## config.mk

```make
export PLATFORM = sky130hd
export DESIGN_NAME = nes_pad_responder
export DESIGN_NICKNAME = d
export VERILOG_FILES = /design/src/rtl/nes_pkg.sv /design/src/rtl/nes_pin_sync.sv /design/src/rtl/nes_pad_responder.sv
export SDC_FILE = /design/constraint.sdc
export NUM_CORES = 1
export LEC_CHECK = 0
export ABC_AREA = 1
export BUFFER_PORTS_ARGS = -buffer_cell sky130_fd_sc_hd__clkbuf_2
export CORE_MARGIN = 4
export CORE_UTILIZATION = 29
export CTS_CLUSTER_SIZE = 8
export DETAILED_ROUTE_END_ITERATION = 6
export GPL_ROUTABILITY_DRIVEN = 0
export PLACE_DENSITY = 0.45
export SYNTH_ARGS = -nofsm -noshare
export SYNTH_HDL_FRONTEND = slang
export SYNTH_HIERARCHICAL = 1
export SYNTH_SLANG_ARGS = --single-unit
```

## constraint.sdc

```tcl
create_clock -name clk -period 1.5 [get_ports clk]
set_input_delay 0.075 -clock clk [delete_from_list [all_inputs] [get_ports clk]]
set_output_delay 0.075 -clock clk [all_outputs]
set_load 0.005 [all_outputs]
```

## src/rtl/nes_pkg.sv

```systemverilog
// nes_pkg: shared NES controller constants and state encoding for responder and receiver
package nes_pkg;
  localparam int NES_BITS = 8;
  localparam int BTN_A = 0;
  localparam int BTN_B = 1;
  localparam int BTN_SELECT = 2;
  localparam int BTN_START = 3;
  localparam int BTN_UP = 4;
  localparam int BTN_DOWN = 5;
  localparam int BTN_LEFT = 6;
  localparam int BTN_RIGHT = 7;
  typedef enum logic [1:0] {IDLE, LOAD, SHIFT, DONE} nes_state_e;
endpackage

```

## src/rtl/nes_pin_sync.sv

```systemverilog
// nes_pin_sync: multi-flop synchronizer for an async host pin with registered rise/fall pulses
module nes_pin_sync #(
  parameter int STAGES = 2
) (
  input  logic clk,
  input  logic rst_n,
  input  logic pin,
  output logic rise,
  output logic fall
);
  logic [STAGES-1:0] sync, vld;
  logic level, armed;
  // armed only after a genuine low sample, so a pin held high across reset never looks like a rise
  always_ff @(posedge clk or negedge rst_n)
    if (!rst_n) begin
      sync <= '0;
      vld <= '0;
      level <= 1'b0;
      armed <= 1'b0;
      rise <= 1'b0;
      fall <= 1'b0;
    end else begin
      sync <= {sync[STAGES-2:0], pin};
      vld <= {vld[STAGES-2:0], 1'b1};
      level <= sync[STAGES-1];
      armed <= armed | (vld[STAGES-1] & ~sync[STAGES-1]);
      rise <= armed & sync[STAGES-1] & ~level;
      fall <= level & ~sync[STAGES-1];
    end
endmodule

```

## src/rtl/nes_pad_responder.sv

```systemverilog
// nes_pad_responder: emulates an NES controller shift register answering host latch/clock
module nes_pad_responder import nes_pkg::*; #(
  parameter int SYNC_STAGES = 2,
  parameter int TIMEOUT_CYCLES = 4096
) (
  input  logic       clk,
  input  logic       rst_n,
  input  logic [7:0] buttons,
  input  logic       nes_latch,
  input  logic       nes_clk,
  output logic       nes_data,
  output logic       poll_done,
  output logic       busy
);
  nes_state_e state, state_n;
  logic [7:0] snap, snap_n;
  logic [3:0] bit_idx, bit_idx_n;
  logic [11:0] idle_cnt, idle_cnt_n;
  logic data_n, done_n;
  logic latch_rise, latch_fall, clk_rise, clk_fall_unused;
  nes_pin_sync #(.STAGES(SYNC_STAGES)) u_latch_sync (
    .clk(clk), .rst_n(rst_n), .pin(nes_latch), .rise(latch_rise), .fall(latch_fall)
  );
  nes_pin_sync #(.STAGES(SYNC_STAGES)) u_clk_sync (
    .clk(clk), .rst_n(rst_n), .pin(nes_clk), .rise(clk_rise), .fall(clk_fall_unused)
  );
  assign busy = (state == LOAD) || (state == SHIFT);
  always_ff @(posedge clk or negedge rst_n)
    if (!rst_n) begin
      state <= IDLE;
      snap <= '0;
      bit_idx <= '0;
      idle_cnt <= '0;
      nes_data <= 1'b1;
      poll_done <= 1'b0;
    end else begin
      state <= state_n;
      snap <= snap_n;
      bit_idx <= bit_idx_n;
      idle_cnt <= idle_cnt_n;
      nes_data <= data_n;
      poll_done <= done_n;
    end
  always_comb begin
    state_n = state;
    snap_n = snap;
    bit_idx_n = bit_idx;
    idle_cnt_n = idle_cnt;
    data_n = 1'b1;
    done_n = 1'b0;
    if (latch_rise) begin
      state_n = LOAD;
      snap_n = buttons;
      bit_idx_n = '0;
      idle_cnt_n = '0;
      data_n = ~buttons[BTN_A];
    end else begin
      case (state)
        LOAD: begin
          bit_idx_n = '0;
          idle_cnt_n = '0;
          state_n = latch_fall ? SHIFT : LOAD;
          snap_n = latch_fall ? snap : buttons;
          data_n = latch_fall ? ~snap[BTN_A] : ~buttons[BTN_A];
        end
        SHIFT: begin
          data_n = ~snap[bit_idx[2:0]];
          if (clk_rise) begin
            bit_idx_n = bit_idx + 4'd1;
            idle_cnt_n = '0;
            done_n = (bit_idx_n == 4'(NES_BITS));
            state_n = done_n ? DONE : SHIFT;
            data_n = done_n ? 1'b1 : ~snap[bit_idx_n[2:0]];
          end else if (idle_cnt == 12'(TIMEOUT_CYCLES - 1)) begin
            state_n = IDLE;
            bit_idx_n = '0;
            idle_cnt_n = '0;
            data_n = 1'b1;
          end else begin
            idle_cnt_n = idle_cnt + 12'd1;
          end
        end
        default: data_n = 1'b1;
      endcase
    end
  end
endmodule

```

### After elaboration in Yosys (flattened, before gate mapping)

Index checks and enable logic that the tools add are counted.

| word-level totals | value |
|---|---|
| register bits after elaboration | 43 |
| output and inout bits | 3 |
| logic and storage cells | 79 |

| cells by class | value |
|---|---|
| $add $sub $neg | 2 |
| order comparisons | 2 |
| eq/ne operators | 6 |
| multiplexer cells | 30 |
| bitwise operators | 17 |
| reductions and logical operators | 5 |

Operators by type and width:

| cell | count |
|---|---|
| $mux W12 | 3 |
| $mux W8 | 3 |
| $pmux W12 S2 | 1 |
| $add A12 B1 Y12 const B | 1 |
| $eq A12 B12 Y1 const B | 1 |
| $mux W4 | 3 |
| $mux W1 | 11 |
| $lt A3 B4 Y1 const B | 2 |
| $mux W2 | 4 |
| $not A1 Y1 | 8 |
| $pmux W4 S2 | 1 |
| $and A1 B1 Y1 | 7 |
| $bmux W1 S3 | 2 |
| $add A4 B1 Y4 const B | 1 |
| $eq A4 B4 Y1 const B | 1 |
| $ne A4 B1 Y1 const B | 1 |
| $pmux W2 S2 | 1 |
| $reduce_and A2 Y1 | 2 |
| $reduce_bool A3 Y1 | 1 |
| $eq A2 B1 Y1 const B | 1 |
| $eq A2 B2 Y1 const B | 1 |
| $ne A2 B1 Y1 const B | 1 |
| $or A1 B1 Y1 | 2 |
| $pmux W1 S2 | 1 |
| other kinds (2) | 2 |

### Longest topological paths before layout

| depth | value |
|---|---|
| word-level depth | 8 |
| gate-level depth with buffers | 11 |

### By module

Netlist, hierarchy kept.

Modules (own cells, without submodules):

| module | instances | cells an instance | area an instance (µm²) |
|---|---|---|---|
| nes_pad_responder | 1 | 197 | 1,676.6 |
| nes_pin_sync | 2 | 17 | 234.0 |

### Worst setup path before layout

OpenSTA, ideal clock, no wires.

| timing | value |
|---|---|
| path kind | register -> register |
| start | register state[0] |
| end | register idle_cnt[9] |
| setup time | 0.120 ns |
| data arrival time | 1.311 ns |
| required time | 1.380 ns |
| path slack | 0.069 ns |
| cell stages (with the launch flop) | 12 |
| path buffers | 0 |
| cells stage by stage | dfrtp_1 inv_1 ha_1 inv_2 nand3_4 inv_4 nor2_4 nand2_4 nor2_8 nand3_1 nand2_1 a21oi_1 |

| on the way | value |
|---|---|
| cells in the longest elaborated chain, start to end | 3 |

Ends and longest elaborated chain:

| element | line | source |
|---|---|---|
| from (decl) | nes_pad_responder.sv:15 | `nes_state_e state, state_n;` |
| from (signal assigned) | nes_pad_responder.sv:37 | `state <= state_n;` |
| $eq A2 B2 Y1 / $eq A2 B1 Y1 (equally long branches) | nes_pad_responder.sv:58 | `case (state)` |
| $pmux W12 S2 | nes_pad_responder.sv:58 |  |
| $mux W12 | nes_pad_responder.sv:51 | `if (latch_rise) begin` |
| to (signal assigned) | nes_pad_responder.sv:40 | `idle_cnt <= idle_cnt_n;` |
| to (decl) | nes_pad_responder.sv:18 | `logic [11:0] idle_cnt, idle_cnt_n;` |

Parallel ways exist; a longest one is shown, timed or not.
A chain may end at the register's enable or synchronous reset.

### Worst setup path after layout

| timing | value |
|---|---|
| start | register state[0] |
| end | register bit_idx[2] |

| on the way | value |
|---|---|
| cells in the longest elaborated chain, start to end | 3 |

Ends and longest elaborated chain:

| element | line | source |
|---|---|---|
| $eq A2 B2 Y1 / $eq A2 B1 Y1 (equally long branches) | nes_pad_responder.sv:58 |  |
| $ne A4 B1 Y1 (no line) (tied with other cells) | - |  |
| $reduce_and A2 Y1 (no line) / $mux W4 (equally long branches) | - |  |
| to (signal assigned) | nes_pad_responder.sv:39 | `bit_idx <= bit_idx_n;` |
| to (decl) | nes_pad_responder.sv:17 | `logic [3:0] bit_idx, bit_idx_n;` |

Parallel ways exist; a longest one is shown, timed or not.

==> results.txt <==
The flow ran to the end, but the final reports show violations. The checks that failed: setup timing. Dividing total power by cell area gives a power density of 1430 mW/mm^2. Once the floorplan was initialized, standard cells occupied 30.4% of the core.

The tools report the startpoint kind of the worst setup timing path as a register. The initial antenna violation count came out at 0. For hold timing, the worst endpoint is snap[3]$_DFFE_PN0P_.

In this design, the largest share of critical-path delay is due to buffers and inverters. The library cells used most frequently in the layout, excluding fill and tap cells, are sky130_fd_sc_hd__nand2_1 (51), sky130_fd_sc_hd__dfrtp_1 (42), sky130_fd_sc_hd__buf_4 (34). Total track usage: 11.1%. Max-cap violations in this run came to 0.

The die extent in x is 93.3 microns. Subtracting the final worst setup slack from the clock period gives 1.57 ns. The count of final hold-check violations is 0. STA classifies the critical path endpoint as a register. At the pin with the least slew margin, the transition time is 0.546 ns.

For this run, the detailed router's first-pass iteration total came to 4. CTS placed an instance of sky130_fd_sc_hd__clkbuf_8 at the clock tree root. Among the stages of the critical path, the cell type that occurs most often is sky130_fd_sc_hd__buf_12. The run gives 1675 as the via count of the first global-routing pass. After the flow finishes, the layout carries non-filler instances totaling 389.

The floorplan step defined a die boundary enclosing 0.00871 sq mm. For this run, the post-layout net count is 309. The buffering stage count on the worst path with inverters included works out to 6.

In this run the critical register-to-register path is captured at bit_idx[2]$_DFFE_PN0P_. The run gives 2.86 mm as the total half-perimeter wirelength after legalization and detailed placement. Based on the critical path, the design can be clocked at up to 636 MHz.

The logs give 30 for the row count and 0 for the max-slew violation count. Maximum vdd drop: 0.895 mV. Measured against its own limit, the worst slew margin works out to 63.6%. The Yosys step of the flow raised 6 warnings. The run gives 228 as the gate count after technology mapping.

The total of endpoints with negative setup slack in the final report was 12. The slack of the worst reg-to-reg path was -0.07 ns. The H-tree was split into 2 levels. On the worst path, the slowest cell contributes a delay of 0.43 ns. In this run, the number of DRC markers left after iteration 0 of detailed routing was 85.

The worst clock skew was 0.00731 ns; the area added between synthesis and finish was 35.9%. The average cell area after synthesis was 9.26 sq um. The reg-to-reg startpoint was state[0]$_DFFE_PN0P_.

The library cell used most frequently in the layout, excluding fill and tap cells, is sky130_fd_sc_hd__nand2_1. The cell leakage power is 1.37 nW, and the maximum number of pins on one net before global-route repair is 44. Along the worst path, the maximum fanout reaches 5. The run gives 0.00242 sq mm as the instance area at placement. The run gives 0 as the remaining routing DRC violations. For the worst flop-to-flop path, the logic depth is 10. The critical path goes through inv_2 -> ha_4 -> inv_4 -> nand3_4 -> clkinv_4 -> buf_12 -> nor2_8 -> buf_12 -> buf_12 -> o22ai_4. The worst min-delay path category was in2reg.

The first global-routing pass estimated 7.55 mm of wire. The floorplan step set the die height to 93.3 microns. Clock-pin slew was measured on the worst setup and hold paths at 0.09 ns. Fill cells in the final layout number 675. Synthesis produced a netlist with a net count of 245.

At the worst endpoint, the arrival time is 1.76 ns. In the final layout, the share of cells above drive strength 1 is 38.2%. Dividing the detail-routed wire length by the instance count gives 11.1 microns.

In this run the deepest clock path goes through 2 buffers. The critical path is of the reg2reg type. The cell with the largest stage delay on the worst path is sky130_fd_sc_hd__dfrtp_1. The final clock period utilization by the worst path came out at 105%. The total number of vias came out at 1653.

The final layout contains routed wiring with a total length of 4.31 mm. Cells fill 41.3% of the core in the end. After detailed routing, the number of vias per cell comes to 4.25. TritonCTS built the clock tree.

The finished cells cover 0.00287 sq mm. The logs give -0.604 ns for the total negative slack for setup checks and 0.29 ns for the clock latency of the later-clocked register in the worst-skew pair. For this run the aggregate overflow at the end of global routing stands at 0. Count of placed standard cells including taps: 352. The startpoint identified for the worst hold timing path is buttons[3]. Clock tree synthesis found a total of 43 sinks.

The cell depth of the worst hold path is 2, and the antenna diode count is 0. The floorplan step defined a core boundary enclosing 0.00694 sq mm. The number of buffers added on ports is 14. The number of buffers created by CTS came out at 5. The logs give 0.00411 W for the post-layout total power and -0.0716 ns for the smallest setup slack after layout. In this run the remaining antenna-violating nets after routing total 0. Setup repair after global routing could not meet its margin everywhere. After synthesis the cells add up to 0.00211 sq mm. The worst path required time was 1.68 ns.

The run gives 15 as the top-level port count.
[metrics by stage]
stage / hold WS [ns] / setup slack [ns]
after floorplan: -0.221 / 0.0691
after global placement: 0.185 / -0.0551
after detailed placement: 0.185 / -0.0540
after CTS: 0.00309 / -0.0518
after global routing: 0.00721 / -0.138
final: 0.00653 / -0.0716
[state kept, by name (all words and copies together) (netlist names)]
register and flops:
idle_cnt 12, snap 8, bit_idx 4, state 2, u_clk_sync/sync 2, u_clk_sync/vld 2, u_latch_sync/sync 2, u_latch_sync/vld 2
nes_data 1, poll_done 1, u_clk_sync/armed 1, u_clk_sync/level 1, u_clk_sync/rise 1, u_latch_sync/armed 1, u_latch_sync/fall 1, u_latch_sync/level 1
u_latch_sync/rise 1
[how the worst max path moves through the flow]
stage,start,to,slack (ns),depth (start not counted)
2_1_floorplan,state[0]$_DFFE_PN0P_,idle_cnt[9]$_DFFE_PN0P_,0.07,11
3_3_place_gp,idle_cnt[0]$_DFFE_PN0P_,bit_idx[2]$_DFFE_PN0P_,-0.06,9
3_5_place_dp,idle_cnt[0]$_DFFE_PN0P_,bit_idx[2]$_DFFE_PN0P_,-0.05,9
4_1_cts,idle_cnt[0]$_DFFE_PN0P_,state[1]$_DFFE_PN0P_,-0.05,10
5_1_grt,state[0]$_DFFE_PN0P_,bit_idx[2]$_DFFE_PN0P_,-0.14,10
6_report,state[0]$_DFFE_PN0P_,bit_idx[2]$_DFFE_PN0P_,-0.07,10
[routing by layer]
| metal | up-vias | GRT usage [%] | part of all wire, % |
|---|---|---|---|
| li1 | 840 | - | - |
| met1 | 784 | 14.2 | 47 |
| met2 | 23 | 18.0 | 48 |
| met3 | 6 | 2.98 | 3.5 |
| met4 | 0 | 3.91 | 1.4 |
| met5 | - | 0 | 0 |
[what timing repair did]
item	4_1_cts	5_1_grt
pin swaps	19	17
resized for setup	19	16
endpoints found under the hold margin	47	0
endpoints found under the setup margin	12	24
hold buffers	6	0
buffers inserted	19	5
[power by group]
group	switching (W)	internal (W)
Combinational	0.000821	0.00107
Clock	0.000416	0.000324
Sequential	0.000142	0.00134
Total	0.00138	0.00273
[layout make-up]
cell class,count,area [sq um],share of cell area (%)
sequential,43,1080,37.5
timing repair buffer,60,488,17.0
tap,96,120,4.18
multi-input combinational,146,946,33.0
inverter,36,150,5.23
clock inverter,3,20.0,0.697
clock buffer,5,68.8,2.40
(Power assumes the default switching activity.)
